<file path="config.mk">
export PLATFORM = sky130hd
export DESIGN_NAME = div_seq_flat
export DESIGN_NICKNAME = d
export VERILOG_FILES = /design/src/rtl/div_seq_if.sv /design/src/rtl/div_seq.sv /design/src/flat_wrapper.sv
export SDC_FILE = /design/constraint.sdc
export NUM_CORES = 1
export LEC_CHECK = 0
export ABC_AREA = 1
export ABC_CLOCK_PERIOD_IN_PS = 5050
export BUFFER_PORTS_ARGS = -buffer_cell sky130_fd_sc_hd__buf_2
export CORE_MARGIN = 5
export CORE_UTILIZATION = 55
export DETAILED_ROUTE_END_ITERATION = 12
export PLACE_DENSITY = 0.8
export SYNTH_ARGS = -nofsm -noshare
export SYNTH_HDL_FRONTEND = slang
export SYNTH_SLANG_ARGS = --single-unit
</file>
<file path="constraint.sdc">
create_clock -name clk -period 5.05 [get_ports clk]
set_input_delay 0.7575 -clock clk [delete_from_list [all_inputs] [get_ports clk]]
set_output_delay 0.7575 -clock clk [all_outputs]
set_load 0.01 [all_outputs]
</file>
<file path="src/rtl/div_seq_if.sv">
// Handshake and data bundle between the execute stage and the sequential divider.
interface div_seq_if;
  logic        start;
  logic        signed_div;
  logic [31:0] a;
  logic [31:0] b;
  logic        annul;
  logic        stall_div;
  logic        ready;
  logic        hilo_we;
  logic [63:0] result;

  modport master (
    output start, signed_div, a, b, annul,
    input  stall_div, ready, hilo_we, result
  );

  modport slave (
    input  start, signed_div, a, b, annul,
    output stall_div, ready, hilo_we, result
  );
endinterface

</file>
<file path="src/rtl/div_seq.sv">
// Sequential 32-bit DIV/DIVU: one restoring radix-2 step per cycle, result {HI=rem, LO=quo}.
// Stalls the pipeline while busy and raises a one-cycle HI/LO write enable in DONE.
module div_seq (
  input  logic     clk,
  input  logic     rst,
  div_seq_if.slave bus
);
  typedef enum logic [1:0] {IDLE, BUSY, DONE} stateT;

  stateT              state, nextState;
  logic        [5:0]  count;
  logic        [31:0] remReg, quoReg, divReg;
  logic               negQ, negR;
  logic        [63:0] resultReg;
  logic        [32:0] shifted;
  logic        [31:0] diff;
  logic               geq;
  logic        [31:0] remFix, quoFix;
  logic               accept;
  logic               doneLive;

  function automatic logic [31:0] magnitude(input logic signed [31:0] v, input logic isSigned);
    logic signed [31:0] n;
    n = -v;
    return (isSigned && v[31]) ? n : v;
  endfunction

  function automatic logic [31:0] applySign(input logic [31:0] v, input logic neg);
    return neg ? (~v + 32'd1) : v;
  endfunction

  assign accept   = bus.start && !bus.annul;
  assign doneLive = (state == DONE) && !bus.annul;

  // Restoring step: remainder stays below the divisor, so 32 bits hold it after subtraction.
  assign shifted = {remReg, quoReg[31]};
  assign geq     = shifted >= {1'b0, divReg};
  assign diff    = shifted[31:0] - divReg;

  assign remFix = applySign(remReg, negR);
  assign quoFix = applySign(quoReg, negQ);

  always_ff @(posedge clk or posedge rst) begin
    if (rst) state <= IDLE;
    else     state <= nextState;
  end

  always_comb begin
    nextState = state;
    case (state)
      IDLE: if (accept) nextState = (bus.b == 32'd0) ? DONE : BUSY;
      BUSY: begin
        if (bus.annul)             nextState = IDLE;
        else if (count == 6'd31)   nextState = DONE;
      end
      DONE: nextState = IDLE;
      default: nextState = IDLE;
    endcase
  end

  always_ff @(posedge clk or posedge rst) begin
    if (rst) begin
      count     <= '0;
      remReg    <= '0;
      quoReg    <= '0;
      divReg    <= '0;
      negQ      <= 1'b0;
      negR      <= 1'b0;
      resultReg <= '0;
    end else begin
      case (state)
        IDLE: if (accept) begin
          count <= '0;
          if (bus.b == 32'd0) begin
            // Divide by zero skips the iteration and the sign fix-up.
            remReg <= bus.a;
            quoReg <= 32'hFFFF_FFFF;
            negQ   <= 1'b0;
            negR   <= 1'b0;
          end else begin
            remReg <= '0;
            quoReg <= magnitude(bus.a, bus.signed_div);
            divReg <= magnitude(bus.b, bus.signed_div);
            negQ   <= bus.signed_div && (bus.a[31] ^ bus.b[31]);
            negR   <= bus.signed_div && bus.a[31];
          end
        end
        BUSY: if (!bus.annul) begin
          remReg <= geq ? diff : shifted[31:0];
          quoReg <= {quoReg[30:0], geq};
          count  <= count + 6'd1;
        end
        DONE: if (!bus.annul) resultReg <= {remFix, quoFix};
        default: ;
      endcase
    end
  end

  // Fresh result is presented during DONE; an annul in that cycle keeps the held value.
  assign bus.result    = doneLive ? {remFix, quoFix} : resultReg;
  assign bus.ready     = doneLive;
  assign bus.hilo_we   = doneLive;
  assign bus.stall_div = !rst && (((state == IDLE) && accept) || ((state == BUSY) && !bus.annul));
endmodule

</file>
<file path="src/flat_wrapper.sv">
// flat-port wrapper written by rule: the top's interface ports become plain ports
module div_seq_flat 
  (clk, rst, bus_start, bus_signed_div, bus_a, bus_b, bus_annul, bus_stall_div, bus_ready, bus_hilo_we, bus_result);
  div_seq_if bus_i ();
  input  logic clk;
  input  logic rst;
  input wire logic [$bits(bus_i.start)-1:0] bus_start;
  input wire logic [$bits(bus_i.signed_div)-1:0] bus_signed_div;
  input wire logic [$bits(bus_i.a)-1:0] bus_a;
  input wire logic [$bits(bus_i.b)-1:0] bus_b;
  input wire logic [$bits(bus_i.annul)-1:0] bus_annul;
  output wire logic [$bits(bus_i.stall_div)-1:0] bus_stall_div;
  output wire logic [$bits(bus_i.ready)-1:0] bus_ready;
  output wire logic [$bits(bus_i.hilo_we)-1:0] bus_hilo_we;
  output wire logic [$bits(bus_i.result)-1:0] bus_result;
  assign bus_i.start = bus_start;
  assign bus_i.signed_div = bus_signed_div;
  assign bus_i.a = bus_a;
  assign bus_i.b = bus_b;
  assign bus_i.annul = bus_annul;
  assign bus_stall_div = bus_i.stall_div;
  assign bus_ready = bus_i.ready;
  assign bus_hilo_we = bus_i.hilo_we;
  assign bus_result = bus_i.result;
  div_seq u_core (.clk(clk), .rst(rst), .bus(bus_i));
endmodule
</file>
==> reports/metrics.yaml <==
run_status:
  status: "complete, no violations"
flow_run:
  maxCapViolations: 0
grt:
  grt_pass1_vias: 13100
  grt_pass1_wl_mm: 71.8
  grt_overflow_total: 0
  track_usage_pct: 31.8
  grt_max_degree: 146
  antenna_found_initial: 0
floorplanning:
  die_h_um: 167
  rows: 57
  io_pins: 136
  die-area_um2: 28000
  die_x_um: 167
  coreArea_um2: 24300
  start_util_pct: 55.9
yosys:
  ys_types: 47
  syn-cell-area_um2: 13600
  synthMuxAreaShare_pct: 0
  synth_seq_cells: 170
  synth-simple-area-share_pct: 38.1
  synthXorXnorAreaFrac_pct: 4.77
  synth_compound_area_share_pct: 11.2
  ys_warn_count: 0
  synthAdderAreaFrac_pct: 3.55
  synth.avg_cell_area_um2: 6.35
  synth_top_family_by_area: "simple AND/OR/NAND/NOR gates"
  synthesis.nets: 2247
  yosysSeqAreaShare_pct: 31.3
  syn_inst: 2140
cells_and_area:
  multi_input_area_um2: 7850
  syn_to_final_growth_pct: 10.8
  n_antenna_cell: 0
  stdcell_count: 2576
  fin_nets: 2346
  n_fill_cell: 2324
  register_area_um2: 4250
  final_cell_mix: "nand2_1, inv_1, nor2_1"
  layout-drive-gt1-share_pct: 11.1
  post-route-util_pct: 61.9
  final_common_cell: "nand2_1"
place:
  placedCellCount: 2544
  gp_congestion: 1.03
  pre_cts_slack_ns: 1.83
  dpl.hpwl_mm: 35.7
  io_buffers: 135
worst_setup_path:
  path_delay_family: "simple AND/OR/NAND/NOR gates"
  required_ns: 4.29
  critical_path_buf_inv_count: 4
  start_kind: "flop"
  slowest_delay_ns: 0.44
  path_max_fanout: 4
  cp_slowest_cell: "dfrtp_1"
  path_cells: "inv_1, ha_1, inv_1, nor3_1, inv_1, nor2_1, nand3b_1, xor2_1, nand2_1, o21ai_0, nand2_1, nand2_1, buf_2"
  cp.arrival_ns: 3.02
  crit_type: "reg -> out"
  cp-end-kind: "primary output"
sta:
  worst_pin_slew_ns: 1.07
  rsz0062_at_grt: "no"
  timing.slew.headroom_pct: 28.2
  timing.fmax_ghz: 0.265
  finalCriticalPeriod_ns: 3.78
  setup-tns-final_ns: 0
  hold_violations: 0
  slew_viol_final: 0
  finalSetupViolCount: 0
  clock-skew-final_ns: 0.0119
  final.setup.worst_slack_ns: 1.27
  layout_worst_path_cycle_share_pct: 74.8
power:
  seqPwrFrac_pct: 27.7
  cellLeakagePower_uw: 0.00795
  peakVddDrop_uv: 224
  p_clk_share_pct: 16.0
  pwr_density_cell_nw_per_um2: 569
  power.internal_uw: 4170
  comb_power_share_pct: 56.3
  switching_power_uw: 4410
  p_sw_share_pct: 51.4
clock_network:
  insertion_delay_ns: 0.44
  clk_pin_slew_ns: 0.08
  hold_buffers: 0
  cts.htree.levels: 4
  clk_path_buf_depth: 2
  post_cts_buffers: 0
  cts_buffers: 17
  postCtsResizedCells: 0
  cts_tree: "built"
  clockRootBuffer: "clkbuf_16"
  cts.sinks: 170
route:
  wl_mm: 45.4
  drcViolationCount: 0
  first_iter_violations: 1785
  routed-via-count: 14400
  drtPass1Iterations: 9
  antenna_left: 0
  vias_per_cell: 5.59
  wire_per_inst_um: 17.6
hold_path:
  hp-class: "in -> async"
per-stage QoR:
step	hold WS, ns	instance area (um2)	power, uW
6_report	0.388	15100	8570
5_1_grt	0.438	15100	9260
2_1_floorplan	0.459	13600	5540
3_5_place_dp	0.458	14500	7070
4_1_cts	0.405	15100	8470
3_3_place_gp	0.457	14500	7040
final cells by class:
type | count | area share (%)
Clock inverter | 13 | 1.06
Inverter | 306 | 7.65
Multi-Input combinational cell | 1596 | 52.1
Clock buffer | 19 | 2.94
Timing Repair Buffer | 148 | 5.30
Tap cell | 324 | 2.69
Sequential cell | 170 | 28.3
routing by layer:
layer	track usage [%]	part of all wire (%)	vias to the layer above	wire, um
met5	0	0	-	0
met3	5.40	9.2	64	4170
met1	47.7	46	6685	20800
li1	-	-	6991	-
met4	7.97	2.0	0	904
met2	48.1	43	657	19500
cells by family (layout without fill, tap and decap cells):
group / Yosys count / count (layout)
AND/OR/NAND/NOR: 1216 / 1216
buffers and inverters: 374 / 486
AO/OA/AOI/OAI: 268 / 268
flip-flops: 170 / 170
XOR/XNOR: 74 / 74
adder cells (fa/ha/maj): 38 / 38
Yosys cell counts, drive strengths merged:
cell	instances	share of area [%]
nand2	641	18
inv	305	8.4
nor2	284	8.4
nand3	192	7.1
dfrtp	170	31
o21ai	132	4.9
a21oi	90	3.8
xor2	59	3.8
ha	37	3.4
buf	34	1.7
clkbuf	34	0.94
nor3	34	1.4
nand4	33	1.6
nand3b	16	0.88
xnor2	15	0.97
o31ai	11	0.61
or2	8	0.37
o22ai	7	0.32
a31oi	6	0.28
nor4	6	0.32
a22oi	5	0.28
o211ai	5	0.28
o21bai	5	0.28
a21boi	3	0.17
nor3b	2	0.11
o22a	2	0.13
a221oi	1	0.064
a2bb2oi	1	0.064
clkinv	1	0.028
fa	1	0.15
worst paths after layout:
path	startpoint	to	slack, ns	cells after the start
max in group asynchronous	rst	u_core.divReg[28]	3.46	3
hold / removal	rst	u_core.resultReg[0]	0.39	2
hold reg to reg	u_core.resultReg[22]	u_core.resultReg[22]	0.47	2
min in group clk	u_core.resultReg[22]	u_core.resultReg[22]	0.47	2
setup / recovery	u_core.quoReg[0]	bus_result[24]	1.27	13
setup reg to reg	u_core.remReg[23]	u_core.remReg[24]	2.04	12
power groups by stage:
stage | Clock, uW | Combinational (uW) | Sequential (uW)
floorplan | 0 | 3340 | 2190
global placement | 0 | 4690 | 2350
detailed placement | 0 | 4700 | 2370
CTS | 1380 | 4730 | 2350
global route | 1450 | 5380 | 2430
finish | 1380 | 4820 | 2380
registers in the layout (all words and copies together), names as in the netlist:
register          count
u_core.negR           1
u_core.remReg        32
u_core.divReg        32
u_core.resultReg     64
u_core.quoReg        32
u_core.state          2
u_core.count          6
u_core.negQ           1
worst reg2reg max path, stage by stage, from the launching register on:
cell and delay, ns:
dfrtp_1 0.50, ha_1 0.46, nand2_1 0.13, nor2_1 0.22
nand2_1 0.18, nor4_2 0.18, nand2_1 0.08, buf_4 0.21
nand2_2 0.38, buf_4 0.28, nand3_1 0.12, nand3_1 0.10
a21oi_2 0.06
Power figures use the tool's default switching activity.
